==> src/rtl/pa_soc_uart_rx_pkg.sv <==
// pa_soc_uart_rx_pkg: register offsets, RX state encoding and SR bit positions shared by the UART blocks.
package pa_soc_uart_rx_pkg;

    localparam logic [7:0] UART_REG_CR  = 8'h00;
    localparam logic [7:0] UART_REG_SR  = 8'h04;
    localparam logic [7:0] UART_REG_RXD = 8'h10;

    localparam int SR_RX_VALID  = 0;
    localparam int SR_OVERRUN   = 1;
    localparam int SR_FRAME_ERR = 2;
    localparam int SR_FULL      = 3;

    typedef enum logic [1:0] {
        RX_IDLE  = 2'd0,
        RX_START = 2'd1,
        RX_DATA  = 2'd2,
        RX_STOP  = 2'd3
    } rx_state_e;

    function automatic logic [31:0] sr_word(input logic full, input logic ferr,
                                            input logic ovr, input logic valid);
        return {28'b0, full, ferr, ovr, valid};
    endfunction

endpackage

==> src/rtl/pa_soc_uart_rx_fifo.sv <==
// pa_soc_uart_rx_fifo: 4x8 receive FIFO with read/write pointers and an occupancy count.
module pa_soc_uart_rx_fifo (
    input  logic       clk_i,
    input  logic       rst_n_i,
    input  logic       push_i,
    input  logic       pop_i,
    input  logic [7:0] data_i,
    output logic [7:0] data_o,
    output logic       empty_o,
    output logic       full_o
);

    logic [7:0] mem_q [4];
    logic [1:0] wr_q, rd_q;
    logic [2:0] count_q;

    assign data_o  = mem_q[rd_q];
    assign empty_o = count_q == 3'd0;
    assign full_o  = count_q == 3'd4;

    // Caller gates push against full, so a push while full only happens alongside a pop.
    always_ff @(posedge clk_i) begin
        if (!rst_n_i) begin
            for (int i = 0; i < 4; i++) mem_q[i] <= 8'h00;
            wr_q    <= 2'd0;
            rd_q    <= 2'd0;
            count_q <= 3'd0;
        end else begin
            if (push_i) begin
                mem_q[wr_q] <= data_i;
                wr_q        <= wr_q + 2'd1;
            end
            if (pop_i) rd_q <= rd_q + 2'd1;
            count_q <= count_q + {2'b0, push_i} - {2'b0, pop_i};
        end
    end

endmodule

==> src/rtl/pa_soc_uart_rx.sv <==
// pa_soc_uart_rx: 8N1 UART receiver with CR/SR/RXD register interface.
// Define PA_SOC_UART_RX_FIFO_EN to replace the holding register with a 4-entry FIFO.
module pa_soc_uart_rx
    import pa_soc_uart_rx_pkg::*;
#(
    parameter int CPU_FREQ_HZ = 50_000_000,
    parameter int UART_BAUD   = 115200,
    parameter int CLK_DIV     = CPU_FREQ_HZ / UART_BAUD
) (
    input  logic        clk_i,
    input  logic        rst_n_i,
    input  logic [7:0]  addr_i,
    input  logic        data_rd_i,
    input  logic        data_we_i,
    input  logic [31:0] data_i,
    output logic [31:0] data_o,
    input  logic        pad_rxd
);

    localparam logic [15:0] CNT_HALF = 16'(CLK_DIV / 2 - 1);
    localparam logic [15:0] CNT_FULL = 16'(CLK_DIV - 1);

    logic        sync1_q, sync2_q, prev_q;
    rx_state_e   state_q;
    logic [15:0] cnt_q;
    logic [2:0]  bit_q;
    logic [7:0]  shift_q;
    logic        commit_q, ferr_set_q;
    logic [31:0] cr_q;
    logic        ovr_q, ferr_q;
    logic        rx_en, fall, tick, rd_rxd, we_sr, ovr_set;
    logic        rx_valid, rx_full;
    logic [7:0]  rxd_byte;

    assign rx_en  = cr_q[0];
    assign fall   = prev_q & ~sync2_q;
    assign tick   = cnt_q == 16'd0;
    assign rd_rxd = data_rd_i & (addr_i == UART_REG_RXD);
    assign we_sr  = data_we_i & (addr_i == UART_REG_SR);

    always_ff @(posedge clk_i) begin
        if (!rst_n_i) begin
            sync1_q <= 1'b1;
            sync2_q <= 1'b1;
            prev_q  <= 1'b1;
        end else begin
            sync1_q <= pad_rxd;
            sync2_q <= sync1_q;
            prev_q  <= sync2_q;
        end
    end

    always_ff @(posedge clk_i) begin
        if (!rst_n_i) begin
            state_q    <= RX_IDLE;
            cnt_q      <= 16'd0;
            bit_q      <= 3'd0;
            shift_q    <= 8'h00;
            commit_q   <= 1'b0;
            ferr_set_q <= 1'b0;
        end else begin
            commit_q   <= 1'b0;
            ferr_set_q <= 1'b0;
            if (!rx_en) begin
                state_q <= RX_IDLE;
            end else begin
                case (state_q)
                    RX_IDLE: if (fall) begin
                        state_q <= RX_START;
                        cnt_q   <= CNT_HALF;
                    end
                    RX_START: if (tick) begin
                        state_q <= sync2_q ? RX_IDLE : RX_DATA;
                        bit_q   <= 3'd0;
                        cnt_q   <= CNT_FULL;
                    end else cnt_q <= cnt_q - 16'd1;
                    RX_DATA: if (tick) begin
                        shift_q <= {sync2_q, shift_q[7:1]};
                        bit_q   <= bit_q + 3'd1;
                        cnt_q   <= CNT_FULL;
                        if (bit_q == 3'd7) state_q <= RX_STOP;
                    end else cnt_q <= cnt_q - 16'd1;
                    RX_STOP: if (tick) begin
                        commit_q   <= sync2_q;
                        ferr_set_q <= ~sync2_q;
                        state_q    <= RX_IDLE;
                    end else cnt_q <= cnt_q - 16'd1;
                    default: state_q <= RX_IDLE;
                endcase
            end
        end
    end

`ifdef PA_SOC_UART_RX_FIFO_EN
    logic f_empty, f_full, f_pop;

    assign f_pop    = rd_rxd & ~f_empty;
    assign rx_valid = ~f_empty;
    assign rx_full  = f_full;
    assign ovr_set  = commit_q & f_full & ~f_pop;

    pa_soc_uart_rx_fifo u_fifo (
        .clk_i   (clk_i),
        .rst_n_i (rst_n_i),
        .push_i  (commit_q & (~f_full | f_pop)),
        .pop_i   (f_pop),
        .data_i  (shift_q),
        .data_o  (rxd_byte),
        .empty_o (f_empty),
        .full_o  (f_full)
    );
`else
    logic [7:0] rxd_q;
    logic       valid_q;

    assign rx_valid = valid_q;
    assign rx_full  = 1'b0;
    assign rxd_byte = rxd_q;
    // A read in the commit cycle consumes the old byte, so it is not an overrun.
    assign ovr_set  = commit_q & valid_q & ~rd_rxd;

    always_ff @(posedge clk_i) begin
        if (!rst_n_i) begin
            rxd_q   <= 8'h00;
            valid_q <= 1'b0;
        end else begin
            if (commit_q) rxd_q <= shift_q;
            valid_q <= commit_q | (valid_q & ~rd_rxd & ~(we_sr & data_i[SR_RX_VALID]));
        end
    end
`endif

    always_ff @(posedge clk_i) begin
        if (!rst_n_i) begin
            cr_q   <= 32'h1;
            ovr_q  <= 1'b0;
            ferr_q <= 1'b0;
        end else begin
            if (data_we_i && addr_i == UART_REG_CR) cr_q <= data_i;
            ovr_q  <= ovr_set | (ovr_q & ~(we_sr & data_i[SR_OVERRUN]));
            ferr_q <= ferr_set_q | (ferr_q & ~(we_sr & data_i[SR_FRAME_ERR]));
        end
    end

    assign data_o = !data_rd_i                ? 32'h0 :
                    addr_i == UART_REG_CR     ? cr_q :
                    addr_i == UART_REG_SR     ? sr_word(rx_full, ferr_q, ovr_q, rx_valid) :
                    addr_i == UART_REG_RXD    ? {24'h0, rxd_byte} : 32'h0;

endmodule

==> config.mk <==
export PLATFORM = sky130hd
export DESIGN_NAME = pa_soc_uart_rx
export DESIGN_NICKNAME = d
export VERILOG_FILES = /design/src/rtl/pa_soc_uart_rx_pkg.sv /design/src/rtl/pa_soc_uart_rx_fifo.sv /design/src/rtl/pa_soc_uart_rx.sv
export SDC_FILE = /design/constraint.sdc
export NUM_CORES = 1
export LEC_CHECK = 0
export CAP_MARGIN = 30
export CORE_ASPECT_RATIO = 2
export CORE_MARGIN = 8
export CORE_UTILIZATION = 47
export CTS_CLUSTER_DIAMETER = 80
export DETAILED_ROUTE_END_ITERATION = 12
export PLACE_DENSITY = 0.77
export SLEW_MARGIN = 20
export SYNTH_ARGS = -nofsm -noshare
export SYNTH_HDL_FRONTEND = slang
export SYNTH_SLANG_ARGS = --single-unit
==> constraint.sdc <==
create_clock -name clk_i -period 2.4 [get_ports clk_i]
set_input_delay 0.48 -clock clk_i [delete_from_list [all_inputs] [get_ports clk_i]]
set_output_delay 0.48 -clock clk_i [all_outputs]
set_load 0.05 [all_outputs]
# == After elaboration in Yosys (flattened, before gate mapping) ==
# Cells that the tools add are included.
# classes
n_mux,18
shift,0
n_mul,0
div_mod_pow,0
n_bitwise,20
addsub,2
n_eq_ne,12
n_lt_le_gt_ge,0
reduce_logical,12
# ops
op,n
2-to-1 mux 32 bit,2
2-to-1 mux 16 bit,3
case mux 16 bit (3 select lines),1
zero test 16 bit,1
2-to-1 mux 8 bit,2
subtractor 16 x 1 -> 16 bit (second input constant),1
bitwise AND 1 bit,12
2-to-1 mux 2 bit,6
!= test 2 bit (second input constant),6
== test 8 x 3 -> 1 bit (second input constant),1
== test 8 x 5 -> 1 bit (second input constant),1
zero test 8 bit,1
case mux 2 bit (4 select lines),1
AND reduction 4 bit,2
2-to-1 mux 3 bit,2
case mux 3 bit (2 select lines),1
AND reduction 3 bit,2
inverter 1 bit,5
AND reduction 5 bit,1
== test 2 bit (second input constant),2
adder 3 x 1 -> 3 bit (second input constant),1
== test 3 bit (second input constant),1
bitwise OR 1 bit,3
== test 2 x 1 -> 1 bit (second input constant),1
5 further kinds,5
# totals
n_memories,0
rom_bits,0
wordCells,78
ramBits,0
input_bits,45
reg_bits,77
latchBits,0

# == Logic depth before layout (Yosys ltp) ==
# Gate-level depths: netlist of run 1.
# logic_depth
depth_word,6
depth_mapped,8
ltp_nobuf,7

# == Least setup slack after synthesis of run 1 ==
# OpenSTA, ideal clock, no wires.
# synth_timing
path_type,input port to output port
startpoint,input addr_i[3]
endpoint,output data_o[21]
arrival_time_ps,2221
stages,7
slack_ps,-301
t_required_ps,1920
n_path_buf,2
cell_sequence,or4_4 nor3_4 nand2_2 nor3_2 buf_4 buf_2 and2_1
# synth_via
elab_chain_cells,3
# synth_rtl
item,line_no,text
from (decl),pa_soc_uart_rx.sv:12,"input logic [7:0] addr_i,"
zero test 8 bit,pa_soc_uart_rx.sv:146,addr_i == UART_REG_CR ? cr_q :
2-to-1 mux 32 bit,pa_soc_uart_rx.sv:146,
2-to-1 mux 32 bit,pa_soc_uart_rx.sv:145,assign data_o = !data_rd_i ? 32'h0 :
to (decl),pa_soc_uart_rx.sv:16,"output logic [31:0] data_o,"
# No other way between the ends.

# == Worst setup path after layout of run 1 ==
# layout_timing
startpoint,input addr_i[5]
endpoint,output data_o[31]
# Same word-level chain as after synthesis.

==> results of run 1 <==
[power by group]
| part | total [mW] | internal [mW] | switching (mW) |
|---|---|---|---|
| clock network | 1.50 | 0.969 | 0.528 |
| registers | 1.35 | 1.31 | 0.0399 |
| logic | 0.676 | 0.282 | 0.394 |
[layout make-up]
class	instances	area share, %
multi-input cells	354	40.42
inverters	10	0.6557
well taps	98	2.142
clock buffers	11	4.415
clock inverters	5	1.421
repair buffers	108	24.02
flip-flops and latches	77	26.93
[cells by family (layout without fill, tap and decap cells)]
family	count (synthesis)	in the layout	synth area share, %
muxes	14	14	3.591
adders and majority gates	8	8	2.565
AOI/OAI and AO/OA	112	112	19.69
and+or+nand+nor	220	220	30.04
DFF	77	77	39.50
buffers and inverters	40	134	4.617
[worst max path at each step]
stage	cells after the start	from	end	slack (ns)
2_1_floorplan	4	addr_i[3]	data_o[0]	-0.11
5_1_grt	9	addr_i[5]	data_o[31]	-0.23
3_3_place_gp	8	addr_i[3]	data_o[7]	-0.45
4_1_cts	10	addr_i[6]	data_o[11]	-0.32
3_5_place_dp	8	addr_i[3]	data_o[31]	-0.47
6_report	9	addr_i[5]	data_o[31]	-0.21
[cell usage after synthesis (3+ instances only)]
cell type	n	area, um2
or3_1	4	25.02
inv_1	10	37.54
and2_1	26	162.7
ha_1	8	100.1
nor2_1	19	71.32
a21boi_0	3	22.52
o21ai_1	11	55.05
a21boi_1	32	240.2
nor3_2	3	30.03
a22o_1	5	43.79
a21oi_1	16	80.08
nand4_1	8	50.05
nand2_1	93	349.1
nor3_1	4	20.02
dfxtp_1	77	1541
a32oi_1	5	43.79
nand2b_1	5	31.28
o21ai_0	14	70.07
nand3_1	17	85.08
and3_1	5	31.28
nor2b_1	14	87.58
buf_4	5	37.54
clkbuf_1	21	78.83
nor4_1	3	18.77
buf_2	3	15.01
mux2i_1	14	140.1
o22ai_1	5	31.28
[flip-flops by register name, indices dropped and copies added, names as in the netlist, named ones only]
register and cells:
sync1_q 1, rx_valid 1, bit_q 3, ferr_q 1
state_q 1, prev_q 1, shift_q 8, ovr_q 1
cr_q 32, commit_q 1, rxd_byte 8, cnt_q 16
sync2_q 1, ferr_set_q 1
[layer usage]
layer	up-vias	part of all wire (%)	global-route usage, %
met4	0	3.5	11.87
met5	-	0	0
li1	1831	-	-
met3	32	4.8	4.208
met2	118	57	38.87
met1	1786	35	18.57
[worst max-delay path: cells and delay by family]
family / cells / cell delay (ns)
buffers and inverters: 4 / 0.50
and+or+nand+nor: 5 / 1.16
[metrics by stage]
stage	setup WS (ns)	cells
after floorplan	-0.1087	471
after global placement	-0.4466	639
after detailed placement	-0.4714	639
after CTS	-0.3221	663
after global routing	-0.2276	663
final	-0.2102	663
[repair_timing]
action,4_1_cts,5_1_grt
pin swaps,18,11
gates cloned,2,1
buffers inserted,6,3
endpoints found under the setup margin,32,32
gates resized for setup,30,9
==> qor.csv, run 1 <==
metric;value;unit
Rows;47;
CP Capture Type;output pin;
Crit Path Class;primary input to output pin;
final critical-path share of the clock period;108.8;%
RR Endpoint;cnt_q[11];
number of flops mapped to enable cells by yosys;0;
hold endpoint;sync2_q;
CTS tree;built;
Hold Worst Slack;0.4151;ns
DR pass1 iterations;4;
WHS Path Cells;1;
filler instances;601;
worst vdd ir;476.2;uV
cts bufs inserted;9;
die area;11650;um2
Via Count;3767;
DR WL/cell;17.87;um
Register-to-Register Path Depth;7;
Max-cap violations;0;
starting DRC count in detailed routing;196;
CP arrival;2.13;ns
area grow syn2layout;46.68;%
GRT Util Overall;20.33;%
initial core utilization;47.74;%
Worst-path clk slew;0.06;ns
Port Buf Inserts;76;
WP data required;1.92;ns
Synth Instances;471;
Power Total;3.519;mW
core area;8174;um2
total global routing overflow;0;
PD cells;614.8;nW/um2
Placer Congestion;0.9495;
main flop type after synthesis;dfxtp_1;
final HPWL from detailed placement;8034;um
CP max-delay cell;or4_4;
Die Height;144.9;um
CP cell instances;buf_6 > or4_4 > nor3_4 > nand2_2 > nor3_4 > buf_6 > buf_8 > and2_4 > buf_12;
clk root buf;clkbuf_16;
Die W;80.43;um
DRC errors left;0;
initial antenna violation count;0;
vias in the first global route;3927;
commonest non-fill, non-tap cell in the layout;nand2_1;
first-pass GRT wire length;18630;um
reg2reg setup slack;0.21;ns
status;finished with violations;
P_leak;2.166;nW
unrepaired setup endpoints after global routing;yes;
cell area after layout;5724;um2
Post-synth ARST share;0;%
Final min period;2.610;ns
Routed Wire Length;11850;um
Critical Path Max Stage Delay;0.53;ns
Seq/Total Area, Yosys;39.50;%
Clock Sink Count;77;
Yosys cell types;59;
placed cell area;5261;um2
syn nets;524;
violated checks;negative setup slack;
reg-to-reg startpoint;cnt_q[0];
hold crit path type;flop to flop;
flops & latches, synth;77;
Worst Hold Launch;sync1_q;
synth warn;0;
clk_lat worst skew;0.33;ns
area of the multi-input gates;2313;um2
Least-Margin Pin Slew;0.5643;ns
Antenna Cells;0;
headroom to the max-slew limit;62.33;%
Vias/cell;5.682;
Final Net Count;613;
layout cells sized above 1;23.19;%
largest net degree at the start of global routing;32;
Layout Utilization;70.03;%
Fmax;383.1;MHz
CTS Hold Bufs;0;
setup TNS;-6.196;ns
final setup fails;32;
antenna viol nets, final;0;
I/O Pins;77;
register area;1541;um2
type of origin of the critical path;primary input;
Setup Skew;0.005548;ns
most frequent cells in the layout;nand2_1, dfxtp_1, clkdlybuf4s50_1;
Slew Limit Fails;0;
setup ws final;-0.2102;ns
Synth Area per Inst;8.286;um2
htree depth;3;
Post-Syn Area;3902;um2
Max clock buf depth;2;
Final Hold Viols;0;
crit-path max FO;7;
Power figures use the tool's default switching activity.
==> run 2, diff against run 1 <==
--- a/config.mk
+++ b/config.mk
@@ -11,8 +11,10 @@
 export CORE_UTILIZATION = 47
 export CTS_CLUSTER_DIAMETER = 80
 export DETAILED_ROUTE_END_ITERATION = 12
+export GPL_TIMING_DRIVEN = 0
 export PLACE_DENSITY = 0.77
 export SLEW_MARGIN = 20
 export SYNTH_ARGS = -nofsm -noshare
 export SYNTH_HDL_FRONTEND = slang
+export SYNTH_HIERARCHICAL = 1
 export SYNTH_SLANG_ARGS = --single-unit
==> run 2 against run 1 <==
- the flow still finishes with violations (negative setup slack)
- final cell count grew 0.45%
- largest cell class unchanged
- register-to-register slack got worse by 0.08 ns
- fmax shrank 0.64%
- largest power group unchanged
- count of clock-buffer cells in the layout stayed put
- sequential power barely moved
- worst hold slack worse by 0.0064 ns
- total power decreased by 3.3%
- first-iteration DRC count fell by 12%
==> qor.csv, run 2 <==
metric;value;unit;change
Vias/cell;5.634;;-0.85%
WHS Path Cells;1;;unchanged
post-synthesis xor/xnor area fraction;0;%;unchanged
initial antenna violation count;0;;unchanged
PD cells;619.5;nW/um2;+0.77%
Synth Instances;471;;unchanged
Clk network pwr share;39.9;%;-2.6 points
final HPWL from detailed placement;8556;um;+6.5%
Die Height;144.9;um;unchanged
wl on met1;4037;um;-2.7%
Comb power frac;20.3;%;+1.1 points
P_int;2.433;mW;-4.9%
Post-Syn Area;3902;um2;unchanged
Port Buf Inserts;75;;-1.3%
htree depth;3;;unchanged
headroom to the max-slew limit;55.24;%;-7.1 points
Clock Sink Count;77;;unchanged
final setup fails;32;;unchanged
unrepaired setup endpoints after global routing;yes;;
I/O Pins;77;;unchanged
synth warn;6;;+6
syn nets;524;;unchanged
die area;11650;um2;unchanged
number of flops mapped to enable cells by yosys;0;;unchanged
Placer Congestion;0.9443;;-0.55%
core area;8174;um2;unchanged
Post-synth ARST share;0;%;unchanged
Switch Pwr;0.9683;mW;+0.68%
Final Hold Viols;0;;unchanged
CP Capture Type;output pin;;
hold endpoint;sync2_q;;
status;finished with violations;;
Yosys cell types;59;;unchanged
Least-Margin Pin Slew;0.6700;ns;+0.1057 ns
Yosys top cell by area;dfxtp_1;;
initial core utilization;47.74;%;unchanged
setup ws final;-0.2271;ns;-0.01690 ns
antenna viol nets, final;0;;unchanged
most common cell in the netlist;nand2_1;;
layout cells sized above 1;20.95;%;-2.2 points
Slew Limit Fails;0;;unchanged
DR pass1 iterations;5;;+1
Setup Skew;0.004484;ns;-0.001064 ns
commonest non-fill, non-tap cell in the layout;nand2_1;;
Die W;80.43;um;unchanged
simple-gate share of the synthesized area;30.04;%;unchanged
CTS Hold Bufs;0;;unchanged
placed cell count;644;;+0.78%
DR WL/cell;17.44;um;-2.4%
multiplexer area fraction after synthesis;3.591;%;unchanged
Fmax;380.6;MHz;-0.64%
top post-synthesis cells by count;nand2_1, dfxtp_1, a21boi_1;;
total global routing overflow;0;;unchanged
Layout Utilization;67.17;%;-2.9 points
setup slack at placement;-1.434;ns;-0.9622 ns
Routed Wire Length;11620;um;-2.0%
CP arrival;2.15;ns;+0.02 ns
Net Sw Frac;28.47;%;+1.1 points
cell area after layout;5490;um2;-4.1%
Via Count;3752;;-0.40%
worst vdd ir;527.4;uV;+11%
crit path launch;addr_i[6];;
Regs by FF count;cr_q x32, cnt_q x16;;
Rows;47;;unchanged
WP data required;1.92;ns;about the same
max reg flops;32;;unchanged
hold crit path type;flop to flop;;
Register-to-Register Path Depth;7;;unchanged
reg2reg setup slack;0.13;ns;-0.08 ns
Hold Worst Slack;0.4087;ns;-0.006430 ns
largest cells by area after synthesis;dfxtp_1, nand2_1, a21boi_1;;
Max clock buf depth;2;;unchanged
most flop-heavy register;cr_q;;
post-synthesis adder-cell area fraction;2.565;%;unchanged
Crit Path Class;primary input to output pin;;
GRT Util Overall;20.47;%;+0.14 points
final critical-path share of the clock period;109.5;%;+0.70 points
Layout Cells excl Fill;666;;+0.45%
DRC errors left;0;;unchanged
Highest Signal Layer;met4;;
violated checks;negative setup slack;;
Max-cap violations;0;;unchanged
Synth Area per Inst;8.286;um2;unchanged
largest family of logic cells by synthesized area;simple AND/OR/NAND/NOR gates;;
starting DRC count in detailed routing;172;;-12%
area grow syn2layout;40.69;%;
RR Endpoint;cnt_q[14];;
clk_lat worst skew;0.34;ns;about the same
type of origin of the critical path;primary input;;
largest net degree at the start of global routing;13;;-59%
Flop pwr share;39.7;%;+1.4 points
met2 WL;6498;um;-3.2%
placed cell area;4877;um2;-7.3%
routed wl met3;539;um;-4.3%
flops & latches, synth;77;;unchanged
Final min period;2.627;ns;+0.01690 ns
first-pass GRT wire length;18500;um;-0.71%
crit-path max FO;5;;-2
cts bufs inserted;9;;unchanged
top cell type's share of synthesized area;39.50;%;unchanged
clk root buf;clkbuf_16;;
Worst-path clk slew;0.05;ns;about the same
Worst Hold Launch;sync1_q;;
main flop type after synthesis;dfxtp_1;;
P_leak;2.076;nW;-4.1%
Final Net Count;617;;+0.65%
vias in the first global route;3910;;-0.43%
CTS tree;built;;
Antenna Cells;0;;unchanged
most frequent cells in the layout;nand2_1, dfxtp_1, clkdlybuf4s50_1;;
post-synthesis compound-gate area fraction;19.69;%;unchanged
Seq/Total Area, Yosys;39.50;%;unchanged
## run 2: changes by cell type in the layout (fill, tap and decap cells not counted), moves of 2 or more
cell	previous run	this run
buf_12	34	0
buf_8	3	28
clkbuf_1	0	17
buf_4	23	10
clkdlybuf4s15_2	0	3
nor2_1	16	19
nor2_4	3	0
buf_2	2	4
## run 2: cell type report
type	count	area (um2)
Clock buffer	11	252.7
Timing Repair Buffer	84	980.9
Inverter	10	37.54
Buffer	28	171.4
Fill cell	675	2684
Clock inverter	4	47.55
Sequential cell	77	1541
Multi-Input combinational cell	354	2336
Tap cell	98	122.6
## run 2: repair_timing
item	CTS	global route
gates cloned	3	0
endpoints found under the setup margin	39	39
buffers inserted	7	0
resized for setup	265	10
pin swaps	12	3
## run 2: layer usage
metal | vias up | GRT usage (%)
met5 | - | 0
met4 | 0 | 14.67
met3 | 37 | 5.012
met2 | 101 | 38.53
met1 | 1778 | 17.70
li1 | 1836 | -
## run 2: cells by family (layout without fill, tap and decap cells)
kind of cell,count (synthesis),after routing
compound gates,112,112
fa+ha+maj,8,8
buf+inv,40,137
flops,77,77
mux,14,14
simple gates,220,220
## run 2: worst max-delay path: stages
cell and delay [ns]:
buf_6 0.09, or4_4 0.53, nor3_4 0.17, nand2_2 0.10
nor3_4 0.17, buf_4 0.17, clkbuf_16 0.14, and2_4 0.14
buf_8 0.14
## run 2: worst max-delay path by stage
stage / endpoint / slack, ns
final: data_o[13] / -0.23
after global routing: data_o[20] / -0.28
after CTS: data_o[27] / -0.33
after detailed placement: data_o[29] / -1.43
after global placement: data_o[29] / -1.41
after floorplan: data_o[0] / -0.11
## run 2: metrics by stage
stage	TNS [ns]	power, mW
floorplan	-1.653	1.803
global placement	-45.21	2.011
detailed placement	-46.76	2.022
CTS	-9.479	3.394
global route	-7.818	3.548
finish	-5.909	3.401
## run 2: power groups by stage
stage	registers [mW]	logic, mW	clock network [mW]
3_3_place_gp	1.37	0.641	0
6_report	1.35	0.692	1.36
5_1_grt	1.35	0.754	1.44
3_5_place_dp	1.37	0.649	0
4_1_cts	1.35	0.657	1.39
2_1_floorplan	1.36	0.440	0
==> run 3, diff against run 2 <==
--- a/config.mk
+++ b/config.mk
@@ -7,7 +7,7 @@
 export LEC_CHECK = 0
 export CAP_MARGIN = 30
 export CORE_ASPECT_RATIO = 2
-export CORE_MARGIN = 8
+export CORE_MARGIN = 10
 export CORE_UTILIZATION = 47
 export CTS_CLUSTER_DIAMETER = 80
 export DETAILED_ROUTE_END_ITERATION = 12
==> run 3 against run 2 <==
- the flow still finishes with violations (negative setup slack)
- critical path type unchanged
- routed wire length increased by 5.2%
- critical endpoint is now data_o[28]
- total power increased by 2.4%
- non-clock buffer count unchanged
- register-to-register slack about the same
- largest cell class unchanged
- clock power increased by 7%
==> qor.csv, run 3 (synthesized netlist as in run 2, its figures left out) <==
metric;value;unit;change
Power Total;3.483;mW;+2.4%
Vias/cell;5.787;;+2.7%
worst vdd ir;470.3;uV;-11%
crit path launch;addr_i[7];;
WP data required;1.92;ns;about the same
I/O Pins;77;;unchanged
total global routing overflow;0;;unchanged
WHS Path Cells;1;;unchanged
register area;1541;um2;unchanged
CP max-delay cell;or4_4;;
PD cells;634.2;nW/um2;+2.4%
Slew Limit Fails;0;;unchanged
Max-cap violations;0;;unchanged
crit-path max FO;5;;unchanged
most frequent cell on the critical path;buf_6;;
filler instances;662;;-1.9%
Regs by FF count;cr_q x32, cnt_q x16;;
first-pass GRT wire length;19460;um;+5.2%
Setup Skew;0.004868;ns;+0.0003849 ns
DRC errors left;0;;unchanged
commonest non-fill, non-tap cell in the layout;nand2_1;;
Die Height;148.9;um;+2.8%
final critical-path share of the clock period;108.3;%;-1.1 points
die area;12570;um2;+7.9%
reg2reg setup slack;0.13;ns;about the same
initial antenna violation count;0;;unchanged
clk_lat worst skew;0.34;ns;about the same
Final Hold Viols;0;;unchanged
type of origin of the critical path;primary input;;
core area;8174;um2;unchanged
Register-to-Register Path Depth;7;;unchanged
most flop-heavy register;cr_q;;
Routed Wire Length;12210;um;+5.2%
Port Buf Inserts;75;;unchanged
area of the multi-input gates;2311;um2;-1.1%
status;finished with violations;;
Worst Hold Launch;sync1_q;;
Final min period;2.600;ns;-0.02697 ns
Crit Path Class;primary input to output pin;;
Least-Margin Pin Slew;0.6904;ns;+0.02036 ns
starting DRC count in detailed routing;148;;-14%
Worst-path clk slew;0.06;ns;about the same
cts bufs inserted;9;;unchanged
setup ws final;-0.2001;ns;+0.02697 ns
Via Count;3860;;+2.9%
hold crit path type;flop to flop;;
antenna viol nets, final;0;;unchanged
Clock Sink Count;77;;unchanged
GRT Util Overall;19.08;%;-1.4 points
CP Capture Type;output pin;;
headroom to the max-slew limit;53.97;%;-1.3 points
area grow syn2layout;40.75;%;about the same
DR pass1 iterations;4;;-1
Critical Path Max Stage Delay;0.53;ns;about the same
Die W;84.43;um;+5.0%
CP arrival;2.12;ns;-0.03 ns
Final Net Count;617;;unchanged
RR Endpoint;cnt_q[14];;
most frequent cells in the layout;nand2_1, dfxtp_1, clkdlybuf4s50_1;;
violated checks;negative setup slack;;
vias in the first global route;3973;;+1.6%
clk root buf;clkbuf_16;;
final HPWL from detailed placement;8761;um;+2.4%
CTS tree;built;;
Placer Congestion;0.9636;;+2.0%
initial core utilization;47.74;%;unchanged
unrepaired setup endpoints after global routing;yes;;
hold endpoint;sync2_q;;
Layout Utilization;67.20;%;about the same
Max clock buf depth;2;;unchanged
layout cells sized above 1;20.91;%;-0.037 points
Antenna Cells;0;;unchanged
Fmax;384.6;MHz;+1.0%
CP cell instances;buf_6 > or4_4 > nor3_4 > nand2_2 > nor3_4 > buf_6 > buf_6 > and2_4 > buf_8;;
max reg flops;32;;unchanged
DR WL/cell;18.31;um;+5.0%
setup TNS;-5.441;ns;+0.4680 ns
setup slack at placement;-1.438;ns;-0.003870 ns
final setup fails;32;;unchanged
P_leak;2.079;nW;+0.13%
htree depth;3;;unchanged
reg-to-reg startpoint;state_q[0];;
largest net degree at the start of global routing;14;;+1
Rows;47;;unchanged
run 3: through the flow:
stage                     instance area [um2]  hold WS (ns)  cells
after detailed placement                 4877        0.3964    644
after floorplan                          4004        0.3863    471
final                                    5493        0.4079    667
after global routing                     5493        0.4438    667
after CTS                                5482        0.4101    669
after global placement                   4877        0.3946    644
run 3: power by group:
| part | switching (mW) | internal [mW] |
|---|---|---|
| clock network | 0.545 | 0.904 |
| registers | 0.0391 | 1.31 |
| logic | 0.419 | 0.269 |
run 3: metal layers:
layer | global-route usage [%] | wire length, um | vias to the layer above
li1 | - | - | 1842
met1 | 17.09 | 4222 | 1847
met2 | 36.31 | 6812 | 130
met3 | 4.923 | 688 | 41
met4 | 12.09 | 490 | 0
met5 | 0 | 0 | -
run 3: layout make-up:
cell class	instances	share of cell area (%)
inverter	10	0.6834
sequential	77	28.06
tap	98	2.232
clock inverter	7	1.640
multi-input combinational	354	42.07
clock buffer	9	4.100
timing repair buffer	85	18.56
buffer	27	2.642
run 3: worst max path at each step:
stage | end | slack [ns] | cells past startpoint
5_1_grt | data_o[28] | -0.25 | 9
3_5_place_dp | data_o[21] | -1.44 | 9
2_1_floorplan | data_o[0] | -0.11 | 4
3_3_place_gp | data_o[21] | -1.40 | 9
6_report | data_o[28] | -0.20 | 9
4_1_cts | data_o[21] | -0.37 | 10
run 3: worst max-delay path, delay by kind of cell:
kind | cells | cell delay (ns)
buffers and inverters | 4 | 0.52
and+or+nand+nor | 5 | 1.11
run 3: repair_timing:
action,4_1_cts,5_1_grt
hold buffers,0,0
pin swaps,8,11
resized for setup,265,10
gates cloned,2,0
setup buffers,9,0
endpoints found under the setup margin,39,35
